**config.mk**
```make
export PLATFORM = sky130hd
export DESIGN_NAME = max_pool_2x2
export DESIGN_NICKNAME = d
export VERILOG_FILES = /design/src/rtl/conv_pkg.sv /design/src/rtl/requant_relu.sv /design/src/rtl/max_pool_2x2.sv
export SDC_FILE = /design/constraint.sdc
export NUM_CORES = 1
export LEC_CHECK = 0
export ABC_CLOCK_PERIOD_IN_PS = 4110
export CORE_MARGIN = 5
export CORE_UTILIZATION = 35
export DETAILED_ROUTE_END_ITERATION = 6
export PLACE_DENSITY = 0.59
export SYNTH_ARGS = -nofsm -noshare
export SYNTH_HDL_FRONTEND = slang
export SYNTH_SLANG_ARGS = --single-unit
```
**constraint.sdc**
```tcl
create_clock -name clock -period 4.11 [get_ports clock]
set_clock_uncertainty 0.05 [all_clocks]
set_input_delay 0.411 -clock clock [delete_from_list [all_inputs] [get_ports clock]]
set_output_delay 0.411 -clock clock [all_outputs]
set_load 0.005 [all_outputs]
```
**src/rtl/conv_pkg.sv**
```systemverilog
`default_nettype none
// +----------------------------------------------------------------------------+
// | Module      : conv_pkg                                                     |
// | Description : Widths and helpers shared by convolution_2D and max_pool_2x2 |
// | Revision    : 1.0                                                          |
// +----------------------------------------------------------------------------+
package conv_pkg;

  localparam int PIXEL_W = 8;
  localparam int ACC_W   = 32;

  function automatic logic [PIXEL_W-1:0] pix_max(input logic [PIXEL_W-1:0] a,
                                                 input logic [PIXEL_W-1:0] b);
    return (a > b) ? a : b;
  endfunction

endpackage
`default_nettype wire

```
**src/rtl/requant_relu.sv**
```systemverilog
`default_nettype none
// +----------------------------------------------------------------------------+
// | Module      : requant_relu                                                 |
// | Description : ReLU, arithmetic right-shift and 8-bit saturation            |
// | Revision    : 1.0                                                          |
// +----------------------------------------------------------------------------+
module requant_relu
  import conv_pkg::*;
#(
  parameter int ACC_W_P   = ACC_W,
  parameter int PIXEL_W_P = PIXEL_W,
  parameter int SHIFT     = 4
) (
  input  logic [ACC_W_P-1:0]   acc,
  output logic [PIXEL_W_P-1:0] q
);

  localparam logic [ACC_W_P-1:0] c_sat_limit = ACC_W_P'({PIXEL_W_P{1'b1}});

  logic [ACC_W_P-1:0] w_relu;
  logic [ACC_W_P-1:0] w_shift;

  // After ReLU the value is non-negative, so a logical shift equals the arithmetic one.
  assign w_relu  = acc[ACC_W_P-1] ? '0 : acc;
  assign w_shift = w_relu >> SHIFT;
  assign q       = (w_shift > c_sat_limit) ? '1 : w_shift[PIXEL_W_P-1:0];

endmodule
`default_nettype wire

```
**src/rtl/max_pool_2x2.sv**
```systemverilog
`default_nettype none
// +----------------------------------------------------------------------------+
// | Module      : max_pool_2x2                                                 |
// | Description : Requantise conv accumulators, then 2x2 stride-2 max pooling  |
// | Revision    : 1.0                                                          |
// +----------------------------------------------------------------------------+
module max_pool_2x2
  import conv_pkg::*;
#(
  parameter int NUM_TREES  = 2,
  parameter int IMG_WIDTH  = 8,
  parameter int IMG_HEIGHT = 8,
  parameter int SHIFT      = 4
) (
  input  logic                         clock,
  input  logic                         reset,
  input  logic [ACC_W*NUM_TREES-1:0]   pixel_in,
  input  logic                         pixel_in_valid,
  output logic [PIXEL_W*NUM_TREES-1:0] pixel_out,
  output logic                         pixel_out_valid,
  output logic                         frame_done
);

  localparam int COL_W  = $clog2(IMG_WIDTH);
  localparam int ROW_W  = $clog2(IMG_HEIGHT);
  localparam int HALF_W = IMG_WIDTH / 2;
  localparam int K_W    = (HALF_W > 1) ? $clog2(HALF_W) : 1;
  localparam int VEC_W  = PIXEL_W * NUM_TREES;

  localparam logic [COL_W-1:0] c_col_last = COL_W'(IMG_WIDTH - 1);
  localparam logic [ROW_W-1:0] c_row_last = ROW_W'(IMG_HEIGHT - 1);

  logic [COL_W-1:0] r_col;
  logic [ROW_W-1:0] r_row;
  logic [VEC_W-1:0] r_pair;
  logic [VEC_W-1:0] r_linebuf [HALF_W];

  logic [K_W-1:0]   w_k;
  logic [VEC_W-1:0] w_q_vec;
  logic [VEC_W-1:0] w_pm_vec;
  logic [VEC_W-1:0] w_pool_vec;
  logic [VEC_W-1:0] w_lb_rd;
  logic             w_col_last;
  logic             w_row_last;

  assign w_k        = K_W'(r_col >> 1);
  assign w_lb_rd    = r_linebuf[w_k];
  assign w_col_last = (r_col == c_col_last);
  assign w_row_last = (r_row == c_row_last);

  for (genvar t = 0; t < NUM_TREES; t++) begin : g_tree
    logic [PIXEL_W-1:0] w_q;
    logic [PIXEL_W-1:0] w_pm;

    requant_relu #(
      .ACC_W_P   (ACC_W),
      .PIXEL_W_P (PIXEL_W),
      .SHIFT     (SHIFT)
    ) u_requant (
      .acc (pixel_in[ACC_W*t +: ACC_W]),
      .q   (w_q)
    );

    assign w_pm                           = pix_max(r_pair[PIXEL_W*t +: PIXEL_W], w_q);
    assign w_q_vec[PIXEL_W*t +: PIXEL_W]    = w_q;
    assign w_pm_vec[PIXEL_W*t +: PIXEL_W]   = w_pm;
    assign w_pool_vec[PIXEL_W*t +: PIXEL_W] = pix_max(w_lb_rd[PIXEL_W*t +: PIXEL_W], w_pm);
  end

  always_ff @(posedge clock or negedge reset) begin
    if (!reset) begin
      r_col           <= '0;
      r_row           <= '0;
      pixel_out       <= '0;
      pixel_out_valid <= 1'b0;
      frame_done      <= 1'b0;
    end else begin
      pixel_out_valid <= 1'b0;
      frame_done      <= 1'b0;
      if (pixel_in_valid) begin
        if (r_col[0] && r_row[0]) begin
          pixel_out       <= w_pool_vec;
          pixel_out_valid <= 1'b1;
          frame_done      <= w_col_last && w_row_last;
        end
        if (w_col_last) begin
          r_col <= '0;
          r_row <= w_row_last ? '0 : r_row + 1'b1;
        end else begin
          r_col <= r_col + 1'b1;
        end
      end
    end
  end

  // Pair and line storage need no reset: even columns/rows always write before they are read.
  always_ff @(posedge clock) begin
    if (pixel_in_valid) begin
      if (!r_col[0]) begin
        r_pair <= w_q_vec;
      end else if (!r_row[0]) begin
        r_linebuf[w_k] <= w_pm_vec;
      end
    end
  end

endmodule
`default_nettype wire
```
Yosys cells after proc, flatten, opt, wreduce, memory -nomap -nowiden

Memories as Yosys holds them, arrays and structs flattened.
Cells that the tools add are included.

Register bits after elaboration: 40
Bits in writable memories: 64
Output and inout port bits: 18
Logic and storage cells: 41
Memories kept: 1

$add $sub $neg: 2
Order comparisons: 6
Eq/ne operators: 2
Multiplexer cells: 18
Bitwise operators: 1
Reductions and logical operators: 5

Memories:

| name      | words | width | read ports | clocked after Yosys merged registers in | write ports | RTL line           | text |
|---|---|---|---|---|---|---|---|
| r_linebuf | 4     | 16    | 1          | 0                                       | 1           | max_pool_2x2.sv:36 | `logic [VEC_W-1:0] r_linebuf [HALF_W];` |

Operators with widths:

| operator                                                               | count |
|---|---|
| 31-bit two-way mux                                                     | 2 |
| 28-bit by 8-bit > comparator with 1-bit output (second input constant) | 2 |
| 8-bit two-way mux                                                      | 6 |
| 8-bit > comparator                                                     | 4 |
| 1-bit two-way mux                                                      | 8 |
| 3-bit by 1-bit adder with 3-bit output (second input constant)         | 2 |
| 3-bit equality test (second input constant)                            | 2 |
| 3-bit two-way mux                                                      | 2 |
| 2-bit AND reduction                                                    | 3 |
| 1-bit logical AND                                                      | 2 |
| 1-bit NOT                                                              | 1 |

Logic depth before layout (Yosys ltp)

Depth in word-level cells: 7
Mapped depth: 20
Gate-level depth less buffers: 18

Hierarchy

From an unflattened synthesis, not the netlist that was laid out.

Cell total of the unflattened synthesis: 368
Area, all modules: 5200.0 µm²

Modules (own cells, without submodules):

| module       | instances | cells an instance | area an instance (µm²) | seq. area each (µm²) |
|---|---|---|---|---|
| max_pool_2x2 | 1         | 316               | 4912.2                 | 3002.9 |
| requant_relu | 2         | 26                | 143.9                  | 0.0 |

Worst setup path before layout

No wires, ideal clock.

Kind: input to register
From: in pixel_in[58]
To: reg pixel_out[14]
Setup time: 0.090 ns
Arrival: 4.341 ns
Data required time: 3.970 ns
Slack: -0.372 ns
Cell stages on the path: 18
Path buffers: 0
Cell sequence: nor4_2 nand3_2 nor3_1 nor2_1 inv_1 ha_1 and2_1 nor4b_1 o31ai_1 a211oi_4 mux2i_1 ha_1 a21o_1 a21oi_1 or2b_2 o21ai_2 nand2_1 o221ai_1

Longest elaborated chain between the ends: 7

Ends and longest elaborated chain:

| element                                            | RTL line           | text |
|---|---|---|
| from (decl)                                        | max_pool_2x2.sv:17 | `input logic [ACC_W*NUM_TREES-1:0] pixel_in,` |
| 31-bit two-way mux (*)                             | requant_relu.sv:24 | `assign w_relu = acc[ACC_W_P-1] ? '0 : acc;` |
| 28-bit by 8-bit > comparator with 1-bit output (*) | requant_relu.sv:26 | `assign q = (w_shift > c_sat_limit) ? '1 : w_shift[PIXEL_W_P-1:0];` |
| 8-bit two-way mux (*)                              | requant_relu.sv:26 |  |
| net g_tree[1].u_requant.q[3]                       | requant_relu.sv:15 | `output logic [PIXEL_W_P-1:0] q` |
| 8-bit > comparator                                 | conv_pkg.sv:14     | `return (a > b) ? a : b;` |
| 8-bit two-way mux (*)                              | conv_pkg.sv:14     |  |
| 8-bit > comparator                                 | conv_pkg.sv:14     |  |
| 8-bit two-way mux (*)                              | conv_pkg.sv:14     |  |
| to (signal assigned)                               | max_pool_2x2.sv:82 | `pixel_out <= w_pool_vec;` |
| to (decl)                                          | max_pool_2x2.sv:19 | `output logic [PIXEL_W*NUM_TREES-1:0] pixel_out,` |

Mark *: on every way through the listed nets, which the timed path passes. The rest lies on a longest branch.
A chain may end at the register's enable or synchronous reset.

Worst setup path in the final report

From: in pixel_in[52]
To: reg pixel_out[8]

The elaborated chain is that of the path after synthesis.

==> results.md <==
* Required time worst endpoint at 4290 ps
* Total Nets Final at 686
* Post-Syn Nets at 507
* Unrepaired setup endpoints after global routing: yes
* DRC at 0
* Status: finished with violations
* # clock sinks at 104
* Relative slew slack at 35.4%
* Largest net degree at the start of global routing at 25
* Root Driver: clkbuf_16
* Total gr overflow at 0
* Avg Cell Area, Syn at 13.0 um^2
* Fin crit share at 103%
* Clock H-tree levels at 3
* Footprint of the multi-input gates at 0.00258 mm^2
* Die Span Y at 133 um
* Placed Cells at 722
* Critical-path cell list: buf_6 > nor4_4 > nand3_4 > nor3_2 > nor2_1 > inv_1 > ha_4 > nand4_1 > nor4b_4 > buf_4 > a2111oi_4 > a211oi_4 > mux2i_1 > ha_1 > a21o_1 > a21oi_2 > or2b_4 > o21ai_4 > buf_6 > o31ai_2 > a31o_1
* Mapped Area at 0.00527 mm^2
* Clk buf depth at 2
* Post-synthesis async set-or-reset flop share at 23.1%
* Crit path arrival time at 4410 ps
* Top cells by area, synth: edfxtp_1 46%, dfrtp_1 11%, ha_1 8.3%
* Starting density of the core at 36.0%
* Cell family with most CP delay: simple AND/OR/NAND/NOR gates
* Ant. Diodes at 0
* Failing checks: negative setup slack
* Post-synth EDFFs at 80
* Total GRT Usage at 15.7%
* CTS tree: done
* FF/Latch Area at 0.00300 mm^2
* CP max stage cell: nor4b_4
* Hold_ws at 383 ps
* Clk pin slew, worst setup/hold paths at 80 ps
* Vias per inst at 5.13
* First-pass GRT wire length at 22000 um
* Peak Freq at 237 MHz
* Worst slew pin tran at 969 ps
* Min Tclk post-route at 4230 ps
* Area of the core at 0.0146 mm^2
* Worst min path class: primary input to async pin
* Final Hold Violating Endpoints at 0
* Drt pass-1 iters at 4
* DP HPWL at 9530 um
* Vias in the first global route at 4191
* Remaining antenna violation count at 0
* Num CTS Buffers at 9
* Fraction of layout cells with a size suffix above 1 at 38.0%
* Routed WL per cell at 17.6 um
* FF-to-FF setup slack at 340 ps
* WL final at 13600 um
* FP Rows at 44
* Crit path top cell by count: buf_6
* Final Max Slew Viols at 0
* Gpl congestion at 0.800
* Top cell type's share of synthesized area at 45.6%
* Cell area power density at 541 mW/mm^2
* Power after layout at 4.20 mW
* Max Cap Viol at 0
* Yosys cell types at 56
* Setup crit start kind: primary input
* Static leakage at 3.10 nW
* Antenna violations before repair at 0
* Crit path largest cell delay at 370 ps
* Seq/Total Area, Yosys at 57.0%
* Leading area contributor after synthesis: edfxtp_1
* Vias at 3963
* Initial DRC Count at 279
* DIE AREA at 0.0176 mm^2
* VDD IR max at 0.274 mV
* Cell Count, Final, Fillers Out at 773
* Fill cell count at 1241
* # setup viols final at 8
* Ports at 85
* WP buf/inv at 4
* Synth Warn # at 0
* #FFs+latches synth at 104
* CP max FO at 7
* Synth Flop Type: edfxtp_1
* Cell count after synthesis at 405
* CP Capture Type: flop
* Setup CP Type: primary input to flop
* # port buffers at 76
* Setup WS post-layout at -116 ps
* Post-CTS Hold Fix Bufs at 0
* Die Width at 133 um
* Worst skew pair latency at 350 ps
* Synth-to-Final Area Change at 47.2%
synthesized netlist by cell type (all sizes together), types with 3 or more instances:
cell type	n
a21o	5
a21oi	8
a2bb2oi	5
a31oi	5
and2	5
buf	3
clkbuf	8
dfrtp	24
edfxtp	80
ha	35
inv	39
mux2	7
mux2i	11
mux4	16
nand2	35
nand3	12
nand4	5
nor2	15
nor2b	4
nor3	13
nor4	9
o211a	3
o211ai	7
o21ai	21
o21bai	5
o31ai	3
kinds of logic after synthesis:
group | share of synthesized area [%]
buffers and inverters | 3.87
adders and majority gates | 8.31
and+or+nand+nor | 10.4
muxes | 10.5
AOI/OAI and AO/OA | 10.0
DFF | 57.0
sequential cells by signal, indices dropped and copies added (netlist names):
register / count
r_pair: 16
r_linebuf: 64
pixel_out: 16
frame_done: 1
r_row: 3
r_col: 3
pixel_out_valid: 1
per-stage QoR:
step / utilization [%] / cell area (um^2) / setup slack (ps) / TNS [ps]
floorplan: - / 5370 / -162 / -1180
global placement: 46.6 / 6820 / -637 / -9150
detailed placement: 46.6 / 6820 / -868 / -11370
CTS: 50.5 / 7390 / 1.87 / 0
global route: 53.0 / 7760 / -308 / -3020
finish: 53.0 / 7760 / -116 / -705
area by class of cell:
cell class | instances | share of cell area (%)
Tap cell | 184 | 2.97
Multi-Input combinational cell | 251 | 33.2
Timing Repair Buffer | 178 | 19.6
Clock inverter | 6 | 0.677
Inverter | 40 | 1.93
Sequential cell | 104 | 38.7
Clock buffer | 10 | 2.95
per-layer routing:
| metal | track usage (%) | vias to the layer above | wire (um) |
|---|---|---|---|
| met5 | 0 | - | 0 |
| li1 | - | 1898 | - |
| met1 | 20.0 | 1992 | 5950 |
| met3 | 3.72 | 10 | 475 |
| met4 | 3.18 | 0 | 115 |
| met2 | 27.3 | 63 | 7060 |
power by group:
part	leakage [nW]	switching, mW	internal [mW]	total (mW)
clock	0.131	0.391	0.420	0.811
combinational	1.93	0.824	1.01	1.83
sequential	1.03	0.194	1.36	1.55
repair_timing:
| item | CTS | global route |
|---|---|---|
| resized for setup | 74 | 68 |
| setup buffers | 23 | 12 |
| pin swaps | 28 | 41 |
| cloned | 1 | 0 |
| endpoints found under the setup margin | 16 | 16 |
path summary, 6_finish.rpt:
path,cells past startpoint,to,startpoint
worst min register to register,2,pixel_out[7],pixel_out[7]
max in group asynchronous,2,pixel_out[5],reset
worst max register to register,15,pixel_out[8],r_pair[15]
min in group clock,2,pixel_out[7],pixel_out[7]
worst max-delay path,21,pixel_out[8],pixel_in[52]
worst min-delay path,2,pixel_out[0],reset
cells in the final DEF (no fill, tap or decap), types with 3 or more instances in the layout:
cell type        instances
nor2_1                  12
a21o_1                   5
a21oi_2                  5
nor3_1                   6
clkbuf_16                9
mux2_4                   3
nor4_4                   4
mux4_2                  16
ha_4                    11
nor3_4                   3
nor3_2                   4
nor4_2                   3
dfrtp_1                 24
edfxtp_1                80
nand3_1                 11
a21oi_1                  3
buf_6                   11
clkdlybuf4s15_1          6
and2_1                   3
inv_1                   36
mux2_2                   4
buf_4                   96
inv_2                    3
clkbuf_2                 3
ha_1                    24
nor2_2                   3
a2bb2oi_2                4
mux2i_1                  6
o211ai_1                 7
nand2_1                 32
o21ai_1                  9
buf_2                    4
o21ai_0                  9
nor2b_1                  4
o211a_1                  3
mux2i_2                  4
clkdlybuf4s50_1         57
nand4_1                  5
No activity file was read; power rests on OpenSTA's default activity.
